## src/rtl/pipe_hazard_sched.sv

```systemverilog
// pipe_hazard_sched
//   Hazard and sequencing controller for the 5-stage (F,D,E,M,W) scalar/vector
//   pipeline. It produces the stall and flush enables for the F/D, D/E and E/M
//   pipeline registers and the E-stage forwarding selects. It also sequences
//   multi-pass vector ops: the E ALU computes LANES_PER_PASS lanes per cycle,
//   so a vector op is held in D/E for PASSES cycles.
//
// Ports
//   i_clk, i_rst              clock (rising edge), async active-high reset
//   i_ra1d, i_ra2d, i_v_s_d   D-stage sources and vector/scalar class
//   i_valid_e                 E holds a real instruction
//   i_wa3e, i_reg_write_e     E destination and write enable
//   i_mem_to_reg_e, i_v_s_e   E is a load / E is vector
//   i_pcsrc_e                 taken branch resolved in E
//   i_ra1e, i_ra2e            E sources (forwarding)
//   i_wa3m/w, i_reg_write_m/w M/W destinations and write enables
//   i_v_s_m, i_v_s_w          M/W vector/scalar class
//   o_stall_f/d/e             hold PC, F/D, D/E
//   o_flush_d/e               clear F/D, D/E on the next edge
//   o_bubble_m                E/M loads a bubble on the next edge
//   o_forward_ae/be           00 register file, 10 ALUResultM, 01 ResultW
//   o_lane_grp                lane group computed by E this cycle
//   o_vec_busy                vector op is in its multi-pass sequence
//
// State | meaning
//   IDLE  | no sequence in progress; E (if vector) is on pass 0
//   VEXEC | vector op on pass r_pass_cnt (1 .. PASSES-1)

module pipe_hazard_sched #(
    parameter int NUM_LANES      = 16,
    parameter int LANES_PER_PASS = 4,
    parameter int REG_ADDR_W     = 4,
    localparam int PASSES        = NUM_LANES / LANES_PER_PASS,
    localparam int GRP_W         = (PASSES > 1) ? $clog2(PASSES) : 1
) (
    input  logic                  i_clk,
    input  logic                  i_rst,
    input  logic [REG_ADDR_W-1:0] i_ra1d,
    input  logic [REG_ADDR_W-1:0] i_ra2d,
    input  logic                  i_v_s_d,
    input  logic                  i_valid_e,
    input  logic [REG_ADDR_W-1:0] i_wa3e,
    input  logic                  i_reg_write_e,
    input  logic                  i_mem_to_reg_e,
    input  logic                  i_v_s_e,
    input  logic                  i_pcsrc_e,
    input  logic [REG_ADDR_W-1:0] i_ra1e,
    input  logic [REG_ADDR_W-1:0] i_ra2e,
    input  logic [REG_ADDR_W-1:0] i_wa3m,
    input  logic [REG_ADDR_W-1:0] i_wa3w,
    input  logic                  i_reg_write_m,
    input  logic                  i_reg_write_w,
    input  logic                  i_v_s_m,
    input  logic                  i_v_s_w,
    output logic                  o_stall_f,
    output logic                  o_stall_d,
    output logic                  o_stall_e,
    output logic                  o_flush_d,
    output logic                  o_flush_e,
    output logic                  o_bubble_m,
    output logic [1:0]            o_forward_ae,
    output logic [1:0]            o_forward_be,
    output logic [GRP_W-1:0]      o_lane_grp,
    output logic                  o_vec_busy
);

    typedef enum logic {
        ST_IDLE  = 1'b0,
        ST_VEXEC = 1'b1
    } state_t;

    state_t           r_state;
    state_t           w_state_nxt;
    logic [GRP_W-1:0] r_pass_cnt;
    logic [GRP_W-1:0] w_pass_cnt_nxt;
    logic             w_vec_e;
    logic             w_seq_stall;
    logic             w_ldstall;
    logic             w_stall_f;

    // Scalar and vector register files share an address encoding but are
    // distinct storage, so a class mismatch never counts as a hit.
    function automatic logic f_match(
        input logic [REG_ADDR_W-1:0] a,
        input logic                  v,
        input logic [REG_ADDR_W-1:0] wa,
        input logic                  rw,
        input logic                  vs
    );
        return rw && (wa == a) && (vs == v);
    endfunction

    function automatic logic [1:0] f_fwd_sel(
        input logic [REG_ADDR_W-1:0] ra
    );
        if (f_match(ra, i_v_s_e, i_wa3m, i_reg_write_m, i_v_s_m))
            return 2'b10;
        else if (f_match(ra, i_v_s_e, i_wa3w, i_reg_write_w, i_v_s_w))
            return 2'b01;
        else
            return 2'b00;
    endfunction

    assign w_vec_e = i_valid_e && i_v_s_e && (PASSES > 1);

    always_ff @(posedge i_clk or posedge i_rst) begin
        if (i_rst) begin
            r_state    <= ST_IDLE;
            r_pass_cnt <= '0;
        end else begin
            r_state    <= w_state_nxt;
            r_pass_cnt <= w_pass_cnt_nxt;
        end
    end

    // Pass 0 runs while still in IDLE, so VEXEC only covers passes 1..PASSES-1.
    always_comb begin
        w_state_nxt    = r_state;
        w_pass_cnt_nxt = r_pass_cnt;
        w_seq_stall    = 1'b0;
        case (r_state)
            ST_IDLE: begin
                if (w_vec_e) begin
                    w_seq_stall    = 1'b1;
                    w_pass_cnt_nxt = GRP_W'(1);
                    w_state_nxt    = ST_VEXEC;
                end
            end
            ST_VEXEC: begin
                if (r_pass_cnt == GRP_W'(PASSES - 1)) begin
                    w_state_nxt    = ST_IDLE;
                    w_pass_cnt_nxt = '0;
                end else begin
                    w_seq_stall    = 1'b1;
                    w_pass_cnt_nxt = r_pass_cnt + GRP_W'(1);
                end
            end
            default: begin
                w_state_nxt    = ST_IDLE;
                w_pass_cnt_nxt = '0;
            end
        endcase
    end

    assign w_ldstall = i_valid_e && i_mem_to_reg_e && i_reg_write_e &&
                       (i_v_s_e == i_v_s_d) &&
                       ((i_wa3e == i_ra1d) || (i_wa3e == i_ra2d));

    // A redirect squashes D anyway, so it cancels the load-use stall; the
    // vector sequence overrides both (a redirect with a vector in E is ignored).
    assign w_stall_f = w_seq_stall | (w_ldstall & ~i_pcsrc_e);

    // Combinational outputs are forced low while reset is held.
    assign o_stall_f    = ~i_rst & w_stall_f;
    assign o_stall_d    = ~i_rst & w_stall_f;
    assign o_stall_e    = ~i_rst & w_seq_stall;
    assign o_bubble_m   = ~i_rst & w_seq_stall;
    assign o_flush_d    = ~i_rst & i_pcsrc_e & ~w_seq_stall;
    assign o_flush_e    = ~i_rst & (w_ldstall | i_pcsrc_e) & ~w_seq_stall;
    assign o_forward_ae = i_rst ? 2'b00 : f_fwd_sel(i_ra1e);
    assign o_forward_be = i_rst ? 2'b00 : f_fwd_sel(i_ra2e);

    // Decoded from registers only so these never glitch on input changes.
    assign o_lane_grp = (r_state == ST_VEXEC) ? r_pass_cnt : '0;
    assign o_vec_busy = (r_state == ST_VEXEC);

endmodule

```

## config.mk

```make
export PLATFORM = sky130hd
export DESIGN_NAME = pipe_hazard_sched
export DESIGN_NICKNAME = d
export VERILOG_FILES = /design/src/rtl/pipe_hazard_sched.sv
export SDC_FILE = /design/constraint.sdc
export NUM_CORES = 1
export LEC_CHECK = 0
export CORE_ASPECT_RATIO = 0.9
export CORE_MARGIN = 2
export CORE_UTILIZATION = 28
export CTS_CLUSTER_DIAMETER = 150
export DETAILED_ROUTE_END_ITERATION = 16
export PLACE_DENSITY = 0.8
export SYNTH_ARGS = -nofsm -noshare
export SYNTH_HDL_FRONTEND = slang
export SYNTH_SLANG_ARGS = --single-unit
```

## constraint.sdc

```tcl
create_clock -name i_clk -period 1.61 [get_ports i_clk]
set_clock_uncertainty 0.2 [all_clocks]
set_input_delay 0.161 -clock i_clk [delete_from_list [all_inputs] [get_ports i_clk]]
set_output_delay 0.161 -clock i_clk [all_outputs]
set_load 0.02 [all_outputs]
```

After elaboration in Yosys (flattened, before gate mapping)
Index checks and enable logic that the tools add are counted.
Storage, ports and cells
  register bits after elaboration: 3
  latch bits: 0
  RAM bits: 0
  ROM bits: 0
  bits of input ports: 40
  output and inout port bits: 13
  word-level logic and storage cells: 54
  memories kept: 0
Cells by class
  $add $sub $neg: 1
  multipliers: 0
  divide/modulo/power cells: 0
  order comparisons: 0
  equal/unequal tests: 11
  shift operators: 0
  muxes and demuxes: 13
  bitwise operators: 13
  reduce and logical (&&, ||, !) cells: 14
Operators by type and width (count)
  4-bit equality test: 6
  2-bit 2-to-1 mux: 7
  1-bit logical AND: 13
  1-bit AND: 7
  1-bit 2-to-1 mux: 4
  1-bit inverter: 4
  2-bit case mux with 2 select lines: 1
  1-bit equality test: 3
  2-bit by 1-bit adder with 2-bit output, second input constant: 1
  2-bit equality test, second input constant: 1
  2-bit inequality test, second input constant: 1
  1-bit OR: 2
  1-bit case mux with 2 select lines: 1
  1-bit logical OR: 1

Longest topological paths before layout
Gate-level depths: netlist (run 1).
  depth after elaboration: 7
  gate-level depth with buffers: 5
  gate-level depth less buffers: 4

Worst setup path after synthesis (run 1)
Ideal clock, no wire load.
  path kind: input to output
  from: input port i_ra1d[1]
  to: output port o_stall_f
  arrival time: 1.592 ns
  data required time: 1.249 ns
  slack: -0.343 ns
  cell stages on the path: 5
  buffers on the path: 1
  cells stage by stage: xor2_1 nor4_1 a41oi_1 o32ai_1 buf_4
Between the ends
  word-level cells in the longest chain between the ends: 6
RTL lines
  from (decl): line 38  | input logic [REG_ADDR_W-1:0] i_ra1d,
  4-bit equality test: line 147  | ((i_wa3e == i_ra1d) || (i_wa3e == i_ra2d));
  1-bit logical OR: line 147
  1-bit logical AND: line 146  | (i_v_s_e == i_v_s_d) &&
  1-bit AND: line 151  | assign w_stall_f = w_seq_stall | (w_ldstall & ~i_pcsrc_e);
  1-bit OR: line 151
  1-bit AND
  to (decl): line 55  | output logic o_stall_f,
Every way passes these cells.

Worst setup path after layout (run 1)
  from: register r_pass_cnt[0]
  to: output port o_flush_e
Between the ends
  word-level cells in the longest chain between the ends: 5
RTL lines
  from (decl): line 74  | logic [GRP_W-1:0] r_pass_cnt;
  from (signal assigned): line 112  | r_pass_cnt <= w_pass_cnt_nxt;
  2-bit equality test: line 130  | if (r_pass_cnt == GRP_W'(PASSES - 1)) begin
  1-bit 2-to-1 mux: line 130
  1-bit case mux with 2 select lines: line 121  | case (r_state)
  1-bit inverter: line 159  | assign o_flush_e = ~i_rst & (w_ldstall | i_pcsrc_e) & ~w_seq_stall;
  1-bit AND: line 159
  to (decl): line 59  | output logic o_flush_e,
Every way passes these cells.

==> results.cfg, run 1 <==
[min_path]
hp-start = i_valid_e
min_path_type = in2reg
whs_path_depth = 4
min_to = r_pass_cnt[0]$_DFFE_PP0P_

[critical_path]
path_cells = ha_2 > mux2_4 > nand3_2 > o31ai_2 > buf_4
slowest_delay_ns = 0.38
r2r_end = o_vec_busy$_DFF_PP0_
cp.arrival_ns = 1.45
cp-start-kind = register
endpoint_kind = output port
crit_fanout = 4
reg2reg_depth = 4
slowest_stage = dfrtp_1
crit_start = r_pass_cnt[0]$_DFFE_PP0P_
required_ns = 1.25
r2r-start = r_pass_cnt[0]$_DFFE_PP0P_
crit_type = reg2out
rrSetupSlack_ns = 0.28

[placement]
io_buffers = 52
placed_area_um2 = 1170
place.gp.congestion = 0.685
dpl.cell_count = 151
hpwl_um = 1670
pre_cts_ws_ns = -0.896

[die]
rows = 14
start_util_pct = 30.3
die_x_um = 49.4
die_h_um = 44.9
ios = 53
die_area_um2 = 2220
core-area_um2 = 1720

[yosys]
async_reset_ff_share_pct = 100
syn_nets = 107
yosysMostFrequentCell = xnor2_1
ys_ff_latch = 3
syn-cell-area_um2 = 520
ys.flop_type = dfrtp_1
synth_top_area_share_pct = 38.7
synth-edff-count = 0
netlist_instances = 66
synth_common_cells = xnor2_1 (23), nand4_1 (5)
yosys_warnings = 0
ys_seq_area_share_pct = 14.4
yosysTopAreaCell = xnor2_1
ys_top_cells_by_area = xnor2_1 (39%), dfrtp_1 (14%), xor2_1 (6.7%)
synth.avg_cell_area_um2 = 7.89
ys_types = 21

[pwr]
power.density_nw_per_um2 = 869
ir_drop_uv = 828
p_leak_nw = 0.614

[sta]
drv_slew = 0
rsz0062_at_grt = true
fmaxAchievable_mhz = 552
final-hold-violation-count = 0
finalSetupViolCount = 6
final.setup.worst_slack_ns = -0.202
min_period_over_period_pct = 113
worst_pin_slew_ns = 0.283
tns_ns = -1.06
fin_crit_ns = 1.81
max_slew_margin_pct = 81.1

[cells_and_area]
num_antenna_cells = 0
nNetsFinal = 178
final_util_pct = 75.7
fin_cells = 160
areaGrowthSynthToFinish_pct = 150
stdcell_area_um2 = 1300
drive_above_1_share_pct = 45.6

[routing]
finalWirelength_um = 2510
via_per_inst = 4.74
via_count = 759
drc = 0
antenna_left = 0
dr.pass1.iters = 4
wl_per_cell_um = 15.7
drt_iter0_drc = 10

[global_route]
top_usage_layer = met2
grt_use_met1_pct = 22.1
use_met3_pct = 6.95
grt_pass1_wl_um = 3520
grt_max_degree = 8
grt_overflow = 0
met2_usage_pct = 41.4
grt_pass1_vias = 763
grt_usage_pct = 21.5
antenna_found_initial = 0

[clocking]
cts_buffer_depth = 2
clk_latency_ns = 0.25
h-tree-depth = 1
cts_tree = done
cts_root_buffer = clkbuf_4
clk_pin_slew_ns = 0.04
cts.sinks = 3
numCtsBuffers = 3

[outcome]
violations = setup timing
status = finished, violations left

[job]
maxCapViolCount = 0
## cells by family after synthesis
kind of cell | share of synthesized area, %
AOI/OAI and AO/OA | 8.17
xor gates and xnor gates | 45.4
adders and majority gates | 2.40
buffers and inverters | 5.05
DFF | 14.4
muxes | 2.16
and+or+nand+nor | 22.4
## per-layer routing
layer	vias up	share of wire, %
met2	40	54
met5	-	0
met4	0	1.2
met1	348	37
met3	4	7.3
li1	367	-
## per-stage QoR
stage	hold WS (ns)	total power [W]
2_1_floorplan	-0.269	0.000519
3_3_place_gp	0.381	0.000884
3_5_place_dp	0.393	0.000907
4_1_cts	0.146	0.00108
5_1_grt	0.315	0.00120
6_report	0.297	0.00113
## critical path, delay by kind of cell (launching register included)
kind,cells,cell delay (ns)
flip-flops,1,0.38
buffers and inverters,1,0.16
AO/OA/AOI/OAI,1,0.07
adder cells (fa/ha/maj),1,0.19
multiplexers,1,0.30
AND/OR/NAND/NOR,1,0.10
## cell usage in the layout (no fill, tap or decap), types with 2 or more instances in the layout
| cell type | instances |
|---|---|
| and2_1 | 2 |
| buf_2 | 2 |
| buf_4 | 19 |
| buf_6 | 6 |
| clkbuf_2 | 6 |
| clkbuf_4 | 3 |
| clkdlybuf4s15_1 | 7 |
| clkdlybuf4s50_1 | 5 |
| dfrtp_1 | 2 |
| dlygate4sd2_1 | 14 |
| dlymetal6s2s_1 | 7 |
| inv_2 | 3 |
| nand2_1 | 3 |
| nand3_2 | 2 |
| nand4_1 | 5 |
| nor2_2 | 3 |
| nor3_2 | 2 |
| nor3_4 | 2 |
| xnor2_1 | 18 |
| xnor2_2 | 5 |
| xor2_1 | 4 |
## registers in the layout, summed over array words and instances (netlist names)
| name | cells |
|---|---|
| r_pass_cnt | 2 |
| o_vec_busy | 1 |
## layout make-up
| type | count | area (µm²) |
|---|---|---|
| multi-input cells | 58 | 553 |
| flip-flops and latches | 3 | 76.3 |
| clock buffers | 4 | 26.3 |
| well taps | 24 | 30.0 |
| fillers | 122 | 418 |
| inverters | 3 | 11.3 |
| repair buffers | 68 | 602 |
## what timing repair did
item                                    CTS  global route
buffers inserted                          3             1
hold endpoints to repair                  0             3
hold buffers                              0             1
endpoints found under the setup margin   13            11
cloned                                    0             0
gates resized for setup                 108            39
pin swaps                                15            18
## report_power, final
group          switching, W  internal (W)
clock             0.0000540     0.0000938
combinational      0.000407      0.000427
sequential        0.0000279      0.000118
## worst max-delay path by stage
stage | end | slack (ns)
after floorplan | o_stall_e | -0.07
after global placement | o_stall_d | -0.83
after detailed placement | o_stall_f | -0.90
after CTS | o_stall_f | -0.20
after global routing | o_flush_e | -0.25
final | o_flush_e | -0.20
No activity file was read; power rests on OpenSTA's default activity.
==> run 2, diff against run 1 <==
--- a/config.mk
+++ b/config.mk
@@ -8,7 +8,6 @@
 export CORE_ASPECT_RATIO = 0.9
 export CORE_MARGIN = 2
 export CORE_UTILIZATION = 28
-export CTS_CLUSTER_DIAMETER = 150
 export DETAILED_ROUTE_END_ITERATION = 16
 export PLACE_DENSITY = 0.8
 export SYNTH_ARGS = -nofsm -noshare
==> results of run 2 <==
Final layout, timing and power as in run 1 (identical DEF).
==> run 3, diff against run 2 <==
--- a/config.mk
+++ b/config.mk
@@ -9,6 +9,7 @@
 export CORE_MARGIN = 2
 export CORE_UTILIZATION = 28
 export DETAILED_ROUTE_END_ITERATION = 16
+export GPL_TIMING_DRIVEN = 0
 export PLACE_DENSITY = 0.8
 export SYNTH_ARGS = -nofsm -noshare
 export SYNTH_HDL_FRONTEND = slang
==> run 3 against run 2 <==
Highest routed layer unchanged. Cell area decreased by 7.4%. Worst setup slack got worse by 0.096 ns. Hold slack got worse by 0.17 ns. Critical endpoint is now o_stall_f. The run still ends with setup timing left.
==> results.cfg, run 3 (synthesis gave the netlist of run 1 again) <==
[pwr]
power.density_nw_per_um2 = 880
ir_drop_uv = 707
finalPower_w = 0.00106
p_leak_nw = 0.563

[critical_path]
required_ns = 1.25
endpoint_kind = output port
crit_type = reg2out
cp_num_buf_inv = 2
r2r_end = o_vec_busy$_DFF_PP0_
cp-start-kind = register
path_delay_family = flip-flops
r2r-start = r_pass_cnt[0]$_DFFE_PP0P_
reg2reg_depth = 3
rrSetupSlack_ns = 0.36
slowest_stage = dfrtp_1
crit_fanout = 4
cp.arrival_ns = 1.55
slowest_delay_ns = 0.38
path_cells = ha_2 > mux2_4 > o32ai_4 > buf_4 > buf_6

[job]
maxCapViolCount = 0

[cells_and_area]
regMostFlops = r_pass_cnt
num_antenna_cells = 0
nNetsFinal = 173
drive_above_1_share_pct = 34.4
areaGrowthSynthToFinish_pct = 131
final_util_pct = 70.0
final_common_cell = dlygate4sd2_1
largest_register_ffs = 2
layout_common_cells = dlygate4sd2_1 (23), xnor2_1 (20), buf_4 (11)

[sta]
max_slew_margin_pct = 83.1
drv_slew = 0
holdWs_ns = 0.132
worst_pin_slew_ns = 0.251
min_period_over_period_pct = 119
fmaxAchievable_mhz = 524
finalSetupViolCount = 6
final.setup.worst_slack_ns = -0.298
tns_ns = -1.42
final-hold-violation-count = 0
fin_crit_ns = 1.91
rsz0062_at_grt = true

[global_route]
grt_pass1_vias = 764
grt_pass1_wl_um = 3370
grt_overflow = 0
grt_usage_pct = 20.9
grt_max_degree = 9
antenna_found_initial = 0

[routing]
finalWirelength_um = 2240
drc = 0
antenna_left = 0
via_count = 727
drt_iter0_drc = 2
dr.pass1.iters = 3
via_per_inst = 4.69
wl_per_cell_um = 14.5

[placement]
io_buffers = 52
hpwl_um = 1730
place.gp.congestion = 0.724

[clocking]
h-tree-depth = 1
cts_tree = done
clk_latency_ns = 0.25
clk_pin_slew_ns = 0.03
numCtsBuffers = 3
cts.sinks = 3
cts_root_buffer = clkbuf_4
cts_buffer_depth = 2

[die]
start_util_pct = 30.3
rows = 14
die_area_um2 = 2220
die_h_um = 44.9
die_x_um = 49.4
core-area_um2 = 1720
ios = 53

[min_path]
hp-start = i_v_s_e
min_path_type = in2reg
whs_path_depth = 3
min_to = r_pass_cnt[0]$_DFFE_PP0P_

[outcome]
status = finished, violations left
violations = setup timing
==> run 3: changes by cell type in the layout (fill, tap and decap cells not counted), moves of 2 or more <==
cell	delta
clkdlybuf4s15_1	-3
inv_2	-2
nor3_2	-2
buf_4	-8
xnor2_1	+2
nand3_2	-2
dlymetal6s2s_1	-3
buf_2	+2
xnor2_2	-2
nor3_1	+3
inv_1	+2
dlygate4sd2_1	+9
nand3_1	+2
==> run 3: per-stage QoR <==
step	worst slack (ns)	instances	instance area, µm²
2_1_floorplan	-0.0679	66	548
3_3_place_gp	-0.967	142	1100
3_5_place_dp	-1.01	142	1100
4_1_cts	-0.275	152	1160
5_1_grt	-0.337	155	1200
6_report	-0.298	155	1200
==> run 3: per-layer routing <==
layer  share of wire [%]  GRT usage (%)  wire length, µm  vias to the layer above
li1                    -              -                -                      353
met1                  36           19.2              807                      329
met2                  54           42.2             1210                       37
met3                 7.4           6.29              165                        8
met4                 2.5           11.1               56                        0
met5                   0              0                0                        -
==> run 3: where the power goes <==
part           internal, W  switching [W]
sequential        0.000118      0.0000440
clock            0.0000934      0.0000483
combinational     0.000393       0.000361
total             0.000605       0.000453
==> run 3: timing repair <==
action / 4_1_cts / 5_1_grt
pin swaps: 15 / 6
hold buffers: 1 / 0
buffers inserted: 5 / 3
endpoints found under the setup margin: 13 / 10
resized for setup: 98 / 24
endpoints found under the hold margin: 3 / 0
==> run 3: worst max path at each step <==
stage          cells after the start                 startpoint         to
6_report                           5  r_pass_cnt[0]$_DFFE_PP0P_  o_stall_f
2_1_floorplan                      4  r_pass_cnt[0]$_DFFE_PP0P_  o_stall_e
5_1_grt                            5  r_pass_cnt[0]$_DFFE_PP0P_  o_stall_f
3_3_place_gp                       7                  i_wa3e[1]  o_stall_f
3_5_place_dp                       7                  i_wa3e[0]  o_stall_f
4_1_cts                            5  r_pass_cnt[1]$_DFFE_PP0P_  o_stall_f
==> run 3: layout make-up <==
| type | instances | area (µm²) |
|---|---|---|
| Clock buffer | 4 | 26.3 |
| Fill cell | 138 | 514 |
| Timing Repair Buffer | 61 | 532 |
| Buffer | 2 | 15.0 |
| Sequential cell | 3 | 76.3 |
| Multi-Input combinational cell | 58 | 512 |
| Inverter | 3 | 11.3 |
| Tap cell | 24 | 30.0 |
==> run 3: worst min-delay path: cells and delay by family <==
kind            cells  cell delay (ns)
simple gates        1             0.13
compound gates      1             0.09
buf+inv             1             0.14
